===== config.mk =====
export PLATFORM = sky130hd
export DESIGN_NAME = sdram_arbiter
export DESIGN_NICKNAME = d
export VERILOG_FILES = /design/src/rtl/sdram_arbiter.sv
export SDC_FILE = /design/constraint.sdc
export NUM_CORES = 1
export LEC_CHECK = 0
export BUFFER_PORTS_ARGS = -buffer_cell sky130_fd_sc_hd__buf_2
export CORE_AREA = 2 2 110 112
export DETAILED_ROUTE_END_ITERATION = 8
export DIE_AREA = 0 0 112 114
export PLACE_DENSITY = 0.73
export SYNTH_ARGS = -nofsm -noshare
export SYNTH_HDL_FRONTEND = slang
export SYNTH_SLANG_ARGS = --single-unit

===== constraint.sdc =====
create_clock -name clk -period 1.7 [get_ports clk]
set_input_delay 0 -clock clk [delete_from_list [all_inputs] [get_ports clk]]
set_output_delay 0 -clock clk [all_outputs]
set_load 0.005 [all_outputs]

===== src/rtl/sdram_arbiter.sv =====
// sdram_arbiter: shares one SDRAM controller port between a download writer
// and four read ports; the writer has absolute priority, reads rotate.
//
// Ports:
//   clk, reset               clock, asynchronous active-high reset
//   wr_req/wr_addr/wr_data   download write request (level) and payload
//   wr_ack                   one-cycle pulse when the write is accepted
//   rd_req[3:0]              read requests, one per port (level)
//   rd_addr_0..rd_addr_3     read address per port
//   rd_ack[3:0]              one-cycle pulse when a port's read is accepted
//   rd_valid[3:0]            one-cycle pulse when rd_q holds a port's data
//   rd_q                     read data, shared by all ports
//   sdram_addr/data/we/req   request towards the controller
//   sdram_ack                controller accepted the request
//   sdram_valid/sdram_q      controller read data and its strobe

module sdram_arbiter #(
    parameter int ADDR_WIDTH = 23,
    parameter int DATA_WIDTH = 32
) (
    input  logic                  clk,
    input  logic                  reset,
    input  logic                  wr_req,
    input  logic [ADDR_WIDTH-1:0] wr_addr,
    input  logic [DATA_WIDTH-1:0] wr_data,
    output logic                  wr_ack,
    input  logic [3:0]            rd_req,
    input  logic [ADDR_WIDTH-1:0] rd_addr_0,
    input  logic [ADDR_WIDTH-1:0] rd_addr_1,
    input  logic [ADDR_WIDTH-1:0] rd_addr_2,
    input  logic [ADDR_WIDTH-1:0] rd_addr_3,
    output logic [3:0]            rd_ack,
    output logic [3:0]            rd_valid,
    output logic [DATA_WIDTH-1:0] rd_q,
    output logic [ADDR_WIDTH-1:0] sdram_addr,
    output logic [DATA_WIDTH-1:0] sdram_data,
    output logic                  sdram_we,
    output logic                  sdram_req,
    input  logic                  sdram_ack,
    input  logic                  sdram_valid,
    input  logic [DATA_WIDTH-1:0] sdram_q
);

    localparam logic [1:0] IDLE       = 2'd0;
    localparam logic [1:0] WAIT_ACK   = 2'd1;
    localparam logic [1:0] WAIT_VALID = 2'd2;

    logic [1:0]            state;
    logic [1:0]            rr_ptr;
    logic [1:0]            grant;
    logic [ADDR_WIDTH-1:0] rd_addr [4];
    logic                  rr_hit;
    logic [1:0]            rr_sel;
    logic [1:0]            rr_idx;
    logic                  ack_hit;
    logic                  done_read;

    assign rd_addr[0] = rd_addr_0;
    assign rd_addr[1] = rd_addr_1;
    assign rd_addr[2] = rd_addr_2;
    assign rd_addr[3] = rd_addr_3;

    assign rd_q      = sdram_q;
    assign sdram_req = (state == WAIT_ACK);

    // First requesting port at or after rr_ptr, wrapping modulo 4.
    always_comb begin
        rr_hit = 1'b0;
        rr_sel = rr_ptr;
        rr_idx = rr_ptr;
        for (int i = 0; i < 4; i++) begin
            rr_idx = rr_ptr + 2'(i);
            if (!rr_hit && rd_req[rr_idx]) begin
                rr_hit = 1'b1;
                rr_sel = rr_idx;
            end
        end
    end

    // Acks and data strobes are decoded straight from the controller
    // handshake so the requester sees them in the same cycle.
    always_comb begin
        ack_hit   = (state == WAIT_ACK) && sdram_ack;
        done_read = (ack_hit && !sdram_we && sdram_valid)
                  || ((state == WAIT_VALID) && sdram_valid);
        wr_ack    = ack_hit && sdram_we;
        rd_ack    = 4'b0000;
        rd_valid  = 4'b0000;
        if (ack_hit && !sdram_we) begin
            rd_ack = 4'b0001 << grant;
        end
        if (done_read) begin
            rd_valid = 4'b0001 << grant;
        end
    end

    always_ff @(posedge clk or posedge reset) begin
        if (reset) begin
            state      <= IDLE;
            rr_ptr     <= 2'd0;
            grant      <= 2'd0;
            sdram_we   <= 1'b0;
            sdram_addr <= '0;
            sdram_data <= '0;
        end else begin
            case (state)
                IDLE: begin
                    if (wr_req) begin
                        sdram_addr <= wr_addr;
                        sdram_data <= wr_data;
                        sdram_we   <= 1'b1;
                        state      <= WAIT_ACK;
                    end else if (rr_hit) begin
                        sdram_addr <= rd_addr[rr_sel];
                        sdram_we   <= 1'b0;
                        grant      <= rr_sel;
                        rr_ptr     <= rr_sel + 2'd1;
                        state      <= WAIT_ACK;
                    end
                end
                WAIT_ACK: begin
                    if (sdram_ack) begin
                        // A read whose data arrives with the ack is complete.
                        if (!sdram_we && !sdram_valid) begin
                            state <= WAIT_VALID;
                        end else begin
                            state <= IDLE;
                        end
                    end
                end
                WAIT_VALID: begin
                    if (sdram_valid) begin
                        state <= IDLE;
                    end
                end
                default: state <= IDLE;
            endcase
        end
    end

endmodule


**After elaboration in Yosys (flattened, before gate mapping)**

Index checks and enable logic that the tools add are counted.

- Word-level logic and storage cells: 74
- Register bits after elaboration: 62
- Output and inout port bits: 98

- Magnitude comparators: 5
- Add/subtract/negate cells: 4
- Shift-type cells: 1
- Mux-type cells: 30
- Reduce and logical (&&, ||, !) cells: 21
- Equal/unequal tests: 5
- Bitwise logic cells: 2

Operators by type and width:

| kind | count |
|---|---|
| $mux 23 | 4 |
| $bmux 23 s2 | 1 |
| $mux 2 | 8 |
| $lt 2x3->1 const B | 4 |
| $mux 1 | 10 |
| $logic_and 1x1->1 | 9 |
| $bmux 1 s2 | 4 |
| $mux 4 | 2 |
| $pmux 2 s3 | 1 |
| $reduce_and 3->1 | 2 |
| $logic_not 1->1 | 5 |
| $add 2x1->2 const B | 2 |
| $add 2x2->2 const B | 2 |
| $reduce_and 2->1 | 2 |
| $shl 1x2->4 const A | 1 |
| $ge 3x3->1 const B | 1 |
| $ne 3x3->1 const B | 1 |
| $not 2->3 | 1 |
| $eq 2x1->1 const B | 1 |
| $eq 2x2->1 const B | 1 |
| $logic_not 2->1 | 1 |
| $ne 2x1->1 const B | 1 |
| $ne 2x2->1 const B | 1 |
| $reduce_bool 2->1 | 1 |
| 2 further kinds | 2 |

**Depth between registers and ports, before layout**

Gate-level depths: netlist (run 1).

- Depth in word-level cells: 18
- Gate-level depth with buffers: 7

**Least setup slack after synthesis (run 1)**

OpenSTA, ideal clock, no wires.

- Kind: flip-flop to flip-flop
- Start: reg rr_ptr[0]
- End: reg sdram_addr[14]
- Data required time: 1564 ps
- Data arrival time: 1539 ps
- Slack: 25 ps
- Stages on the path, launching flop included: 8
- Library setup time: 136 ps
- Path through: dfrtp_1 -> nor2b_1 -> o21bai_1 -> and3_1 -> buf_6 -> buf_6 -> a2111oi_2 -> nor3_1

- Cells in the longest elaborated chain, start to end: 18
- Elaborated cells on any way between the ends: 32

RTL lines:

| element | line | text |
|---|---|---|
| start: declaration | 49 | `logic [1:0] rr_ptr;` |
| start signal: assignment | 117 | `rr_ptr <= rr_sel + 2'd1;` |
| parallel branches: the longest is 18 deep, another holds $add 2x1->2 | - |  |
| end signal: assignment | 109 | `sdram_addr <= wr_addr;` |
| end signal: assignment | 114 | `sdram_addr <= rd_addr[rr_sel];` |
| end: declaration | 35 | `output logic [ADDR_WIDTH-1:0] sdram_addr,` |

Several ways; the timed one is not identified. The select of a mux whose other input is x is not followed.
A chain may end at the register's enable or synchronous reset.

**Worst setup path after layout (run 1)**

- Start: reg rr_ptr[1]
- End: reg sdram_addr[0]

The elaborated chain is that of the path after synthesis.

==> flow_summary_export.csv, run 1 <==
group,metric,value,unit
outcome,run_status,"finished, violations left",
outcome,failed_checks,"hold timing, setup timing",
routing,avgViaCountPerCell,5.60,
clock_tree,clock_slew_at_the_register_clock_pins_of_the_worst_setup_and_hold_paths,0.06,ns
power_and_ir_drop,seq_power_share,25.1,%
power_and_ir_drop,logic_pwr_share,56.3,%
global_routing,antenna_violations_before_repair,1,
power_and_ir_drop,total_switching_power,0.00438,W
yosys,synth-async-reset-ratio,100,%
clock_tree,clockBufferDepth,2,
clock_tree,number_of_buffers_created_by_cts,9,
layout,drive_above_1_share,58.2,%
yosys,total_of_flip_flops_plus_latches_after_synthesis,62,
yosys,synth-edff-count,0,
yosys,yosys.cell_types.count,39,
floorplan,fp.dieArea,0.0128,mm2
power_and_ir_drop,power.ir.vdd_worst,0.000749,V
global_routing,grt_max_degree,48,
hold_path,hold_path.class,"in -> reg",
clock_tree,cts_htree_levels,3,
layout,design.final.nets,879,
power_and_ir_drop,pwr_per_cell_area,1520,mW/mm2
floorplan,dieHeight,114,um
run,drv.max_cap_violation_count,0,
routing,drt_iter0_markers,304,
clock_tree,cts_num_sinks,62,
critical_path,critPathMaxFanout,4,
routing,num_vias,4725,
hold_path,hold_path.startpoint,"wr_addr[22]",
routing,drt.antenna.violating_nets,0,
timing,layout_worst_path_cycle_share,110,%
routing,wire_length_per_cell,20.3,um
critical_path,worstPathArrival,2.08,ns
floorplan,die_outline_width,112,um
clock_tree,cts_tree,"done",
critical_path,cp-startpoint,"rr_ptr[1]$_DFFE_PP0P_",
layout,final_common_cell,"buf_2",
floorplan,num_rows,40,
yosys,netlist_area,0.00408,mm2
floorplan,core-area,0.0117,mm2
layout,final_cell_count_no_fill,844,
yosys,yosys_warnings,0,
critical_path,timing.critical_path.cells,"and3b_2 > nor4_4 > buf_4 > buf_4 > buf_4 > o221ai_1 > a21oi_1 > a211oi_2",
timing,hold_viol_final,2,
routing,drt_pass1_iterations,4,
layout,syn2layout_area_growth,78.5,%
power_and_ir_drop,sw_frac_of_total,39.5,%
placed_design,gp_congestion,0.849,
critical_path,ff2ff_path_depth,8,
routing,wirelength,17100,um
critical_path,reg_to_reg_start,"rr_ptr[1]$_DFFE_PP0P_",
timing,fin_crit,1.87,ns
placed_design,placedCellCount,759,
power_and_ir_drop,power.clock.fraction,18.6,%
global_routing,gr-total-overflow,0,
global_routing,global_route.usage.total,25.9,%
timing,slew_violations,0,
clock_tree,cts-root-buf,"clkbuf_16",
global_routing,first_pass_grt_wire_length,25900,um
timing,worst-slew-pin-transition,0.548,ns
timing,fmax,534,MHz
timing,final-setup-viol-count,24,
global_routing,grt_pass1_vias,4950,
routing,drc,0,
placed_design,hpwl,10800,um
yosys,yosysSeqAreaShare,38.0,%
critical_path,critical-path-top-cell-by-count,"buf_4",
layout,postLayoutCoreUtil,62.2,%
power_and_ir_drop,static-leakage-power,3.22,nW
yosys,syn_nets,618,
power_and_ir_drop,pint,0.00672,W
timing,worst_clock_skew,0.00901,ns
critical_path,cp_data_required_time,1.90,ns
yosys,synth_area_per_cell,9.48,um2
timing,slew_headroom,63.4,%
critical_path,worstSetupEndpointType,"register",
timing,setup_repair_after_global_routing_missed_its_margin,"yes",
critical_path,worstSetupStartpointType,"register",
timing,whs,-0.0144,ns
critical_path,startpoint_to_endpoint_class_of_the_critical_path,"reg -> reg",
placed_design,port_buffers,221,
layout,layout_common_cells,"221 x buf_2, 61 x dfrtp_1, 50 x dlygate4sd3_1",
timing,timing.final.ws_setup,-0.172,ns
critical_path,cp_slowest_stage_delay,0.45,ns
hold_path,worst_hold_path.num_cells,3,
floorplan,boundaryPins,286,
critical_path,crit_slowest_cell,"dfrtp_2",
floorplan,floorplan.initialDensity,34.8,%
yosys,synth_flop_cell,"dfrtp_1",
yosys,netlist_instances,430,
clock_tree,clock_insertion_delay_worst_skew,0.33,ns
[layout make-up]
class	instances	area, um2
flip-flops and latches	62	1550
diodes	1	2.50
well taps	147	184
multi-input cells	250	2740
inverters	48	180
clock buffers	13	270
fillers	892	4430
repair buffers	320	2280
clock inverters	3	65.1
[sequential cells by signal, summed over array words and instances (netlist names)]
| name | flops |
|---|---|
| sdram_data | 32 |
| grant | 2 |
| sdram_we | 1 |
| sdram_addr | 23 |
| rr_ptr | 2 |
| state | 2 |
[critical path, delay by kind of cell, from the launching register on]
kind | cells | cell delay [ns]
buffers and inverters | 3 | 0.40
DFF | 1 | 0.45
and+or+nand+nor | 2 | 0.54
AOI/OAI and AO/OA | 3 | 0.37
[metal layers]
metal	global-route usage (%)	share of wire, %	up-vias
met2	47.2	52	285
met1	29.5	36	2247
met5	0	0	-
met4	11.1	4.4	0
li1	-	-	2112
met3	5.47	6.9	81
[cells in the mapped netlist, types with 2 or more instances]
library cell	number	area share, %
a21oi_1	6	0.74
nor2b_1	5	0.77
a2111oi_0	28	6.0
nand2b_1	4	0.61
o21a_1	2	0.37
nand2_1	6	0.55
a21o_1	22	4.1
a31oi_1	46	7.1
inv_1	48	4.4
o22ai_1	22	3.4
dfrtp_1	62	38
and3_1	2	0.31
buf_6	3	0.83
a2111oi_2	16	5.9
mux2_2	34	9.4
buf_2	14	1.7
nor3_1	25	3.1
clkbuf_1	17	1.6
nor2_1	14	1.3
buf_4	35	6.4
[through the flow]
step | hold slack [ns] | total power [W] | setup WS, ns | TNS (ns) | instance area (um2)
2_1_floorplan | 0.0631 | 0.00510 | 0.0249 | 0 | 4080
3_3_place_gp | 0.0000346 | 0.00679 | -0.115 | -1.88 | 5310
3_5_place_dp | 0.0000346 | 0.00696 | -0.211 | -3.73 | 5310
4_1_cts | 0.0000346 | 0.0106 | -0.0867 | -1.26 | 6980
5_1_grt | 0.00000893 | 0.0117 | -0.231 | -4.49 | 7280
6_report | -0.0144 | 0.0111 | -0.172 | -2.85 | 7280
[logic make-up after synthesis]
kind of cell	after synthesis	synth area share [%]
buffers and inverters	119	15.2
DFF	62	38.0
and+or+nand+nor	63	7.95
xor gates and xnor gates	1	0.215
AOI/OAI and AO/OA	151	29.2
muxes	34	9.39
[timing repair]
item                                    in CTS  in global routing
endpoints found under the hold margin       70                  0
endpoints found under the setup margin      28                 30
hold buffers                                50                  0
setup buffers                               13                  2
resized for setup                          121                 34
cloned                                       5                  0
pin swaps                                   15                  9
[path summary, 6_finish.rpt]
| kind | slack (ns) | to |
|---|---|---|
| setup / recovery | -0.17 | sdram_addr[0]$_DFFE_PP0P_ |
| hold / removal | -0.01 | sdram_addr[22]$_DFFE_PP0P_ |
| setup reg to reg | -0.17 | sdram_addr[0]$_DFFE_PP0P_ |
| hold reg to reg | 0.50 | sdram_data[6]$_DFFE_PP0P_ |
| max in group asynchronous | 0.79 | sdram_data[2]$_DFFE_PP0P_ |
| min in group asynchronous | 0.29 | sdram_addr[2]$_DFFE_PP0P_ |
[power by group through the flow]
stage	Clock, W	Combinational [W]	Sequential (W)
3_3_place_gp	0	0.00409	0.00270
4_1_cts	0.00210	0.00575	0.00275
5_1_grt	0.00217	0.00666	0.00288
3_5_place_dp	0	0.00419	0.00276
2_1_floorplan	0	0.00236	0.00275
6_report	0.00206	0.00625	0.00279
(Power assumes the default switching activity.)
==> run 2, diff against run 1 <==
Settings changed: CELL_PAD_IN_SITES_DETAIL_PLACEMENT set to 1, CELL_PAD_IN_SITES_GLOBAL_PLACEMENT set to 1, CORE_AREA 2 2 110 112 to unset, CORE_MARGIN set to 2, CORE_UTILIZATION set to 26, DIE_AREA 0 0 112 114 to unset, PLACE_DENSITY 0.73 to unset, PLACE_DENSITY_LB_ADDON set to 0.1.
==> run 2 against run 1 <==
Against the previous run:
- the flow still finishes with violations (hold timing, setup timing)
- wire length increased by 9.3%
- clock-buffer cell count did not move
- via count decreased by 3.5%
- critical path depth shrank 3
- global-route usage fell by 5.5 points
- sequential share of layout area is 1.0 points lower
- clock skew fell by 0.0019 ns
- combinational power increased by 6.2%
- clock power shrank 12%
- critical path type unchanged
==> flow_summary_export.csv, run 2 (synthesized netlist as in run 1, its figures left out) <==
group,metric,value,unit
timing,worst-slew-pin-transition,0.476,ns
power_and_ir_drop,static-leakage-power,3.26,nW
hold_path,hold_path.class,"in -> reg",
critical_path,startpoint_to_endpoint_class_of_the_critical_path,"reg -> reg",
placed_design,port_buffers,221,
timing,worst_clock_skew,0.00713,ns
global_routing,antenna_violations_before_repair,3,
critical_path,critPathMaxFanout,5,
routing,drt_pass1_iterations,4,
run,drv.max_cap_violation_count,0,
clock_tree,cts_num_sinks,62,
critical_path,timing.critical_path.buf_inv,1,
floorplan,fp.dieArea,0.0167,mm2
outcome,failed_checks,"hold timing, setup timing",
timing,fmax,556,MHz
critical_path,cp_slowest_stage_delay,0.45,ns
power_and_ir_drop,power.ir.vdd_worst,0.000619,V
routing,drt_iter0_markers,130,
timing,whs,-0.0294,ns
layout,drive_above_1_share,61.4,%
timing,slew_violations,0,
critical_path,worstSetupStartpointType,"register",
outcome,run_status,"finished, violations left",
floorplan,boundaryPins,286,
timing,final-setup-viol-count,24,
timing,setup_repair_after_global_routing_missed_its_margin,"yes",
global_routing,global_route.usage.total,20.5,%
layout,postLayoutCoreUtil,50.1,%
layout,fill_cells,1685,
layout,ff_latch_area,0.00155,mm2
critical_path,worst_path_dominant_cell_family,"compound AO/OA/AOI/OAI gates",
timing,slew_headroom,68.0,%
global_routing,gr-total-overflow,0,
critical_path,cp_data_required_time,1.91,ns
layout,largest_register_ffs,32,
timing,timing.final.ws_setup,-0.0980,ns
routing,drt.antenna.violating_nets,0,
layout,multi_input_area,0.00300,mm2
critical_path,crit_slowest_cell,"dfrtp_2",
routing,num_vias,4559,
clock_tree,clock_slew_at_the_register_clock_pins_of_the_worst_setup_and_hold_paths,0.06,ns
placed_design,gp_congestion,0.771,
floorplan,core-area,0.0153,mm2
timing,hold_viol_final,3,
timing,fin_crit,1.80,ns
routing,drc,0,
floorplan,floorplan.initialDensity,26.7,%
placed_design,hpwl,12100,um
layout,final_common_cell,"buf_2",
floorplan,die_outline_width,129,um
floorplan,dieHeight,129,um
timing,layout_worst_path_cycle_share,106,%
layout,design.final.nets,886,
clock_tree,clock_insertion_delay_worst_skew,0.34,ns
global_routing,first_pass_grt_wire_length,26200,um
clock_tree,number_of_buffers_created_by_cts,9,
routing,wirelength,18700,um
critical_path,timing.critical_path.cells,"a211o_4 > and3_4 > buf_16 > a2111oi_4 > nor3_2",
global_routing,grt_max_degree,45,
clock_tree,clockBufferDepth,2,
routing,avgViaCountPerCell,4.99,
clock_tree,cts-root-buf,"clkbuf_16",
global_routing,grt_pass1_vias,4906,
power_and_ir_drop,pwr_per_cell_area,1470,mW/mm2
layout,syn2layout_area_growth,87.5,%
clock_tree,cts_htree_levels,3,
critical_path,worstPathArrival,2.01,ns
layout,layout_common_cells,"221 x buf_2, 60 x dfrtp_1, 57 x dlygate4sd3_1",
critical_path,worstSetupEndpointType,"register",
floorplan,num_rows,45,
layout,layout_top_registers,"sdram_data x32, sdram_addr x23",
clock_tree,cts_tree,"done",
routing,wire_length_per_cell,20.4,um
layout,largest-register,"sdram_data",
run 2: cell types whose count changed in the layout (fill, tap and decap cells not counted), sizes merged:
cell,before,now
buf,270,265
bufinv,2,0
dlygate4sd3,50,57
clkinvlp,0,2
and3,2,3
clkbuf,13,18
clkinv,1,0
nor2,15,14
run 2: worst min-delay path, stage by stage:
cell	delay, ns
buf_2	0.11
a2111oi_4	0.07
nor3_2	0.08
run 2: final timing paths:
check	start	endpoint	slack, ns	cells after the start
max	rr_ptr[0]$_DFFE_PP0P_	sdram_addr[17]$_DFFE_PP0P_	-0.1	5
min	rd_addr_3[22]	sdram_addr[22]$_DFFE_PP0P_	-0.03	3
max reg2reg	rr_ptr[0]$_DFFE_PP0P_	sdram_addr[17]$_DFFE_PP0P_	-0.1	5
min reg2reg	sdram_data[7]$_DFFE_PP0P_	sdram_data[7]$_DFFE_PP0P_	0.50	1
max in group asynchronous	reset	sdram_data[27]$_DFFE_PP0P_	0.75	4
min in group asynchronous	reset	sdram_we$_DFFE_PP0P_	0.20	3
run 2: routing by layer:
metal | up-vias | share of wire [%] | GRT usage [%]
met5 | - | 0.14 | 0
met1 | 2227 | 43 | 24.6
met3 | 30 | 5.9 | 4.91
met4 | 4 | 1.5 | 5.95
li1 | 2121 | - | -
met2 | 177 | 50 | 36.3
run 2: repair_timing:
item	in CTS	in global routing
endpoints found under the hold margin	65	3
endpoints found under the setup margin	29	32
gates resized for setup	83	111
gates cloned	2	9
hold buffers	54	3
pin swaps	7	34
buffers inserted	8	2
run 2: cell type report:
class	count	area share [%]
diodes	1	0.0327
clock buffers	13	3.67
clock inverters	2	0.196
inverters	48	2.36
multi-input cells	250	39.2
flip-flops and latches	62	20.3
well taps	211	3.45
repair buffers	327	30.7
run 2: power by group:
part / switching, W / internal [W]
Combinational: 0.00340 / 0.00324
Clock: 0.000688 / 0.00114
Sequential: 0.000566 / 0.00223
run 2: per-stage QoR:
step | area (um2) | worst slack (ns) | power (W) | setup TNS (ns) | std cells
2_1_floorplan | 4080 | 0.0249 | 0.00510 | 0 | 430
3_3_place_gp | 5340 | -0.0951 | 0.00685 | -1.43 | 821
3_5_place_dp | 5340 | -0.244 | 0.00697 | -3.91 | 821
4_1_cts | 6630 | -0.0557 | 0.00971 | -0.837 | 900
5_1_grt | 7640 | -0.127 | 0.0119 | -2.62 | 913
6_report | 7640 | -0.0980 | 0.0113 | -1.01 | 914
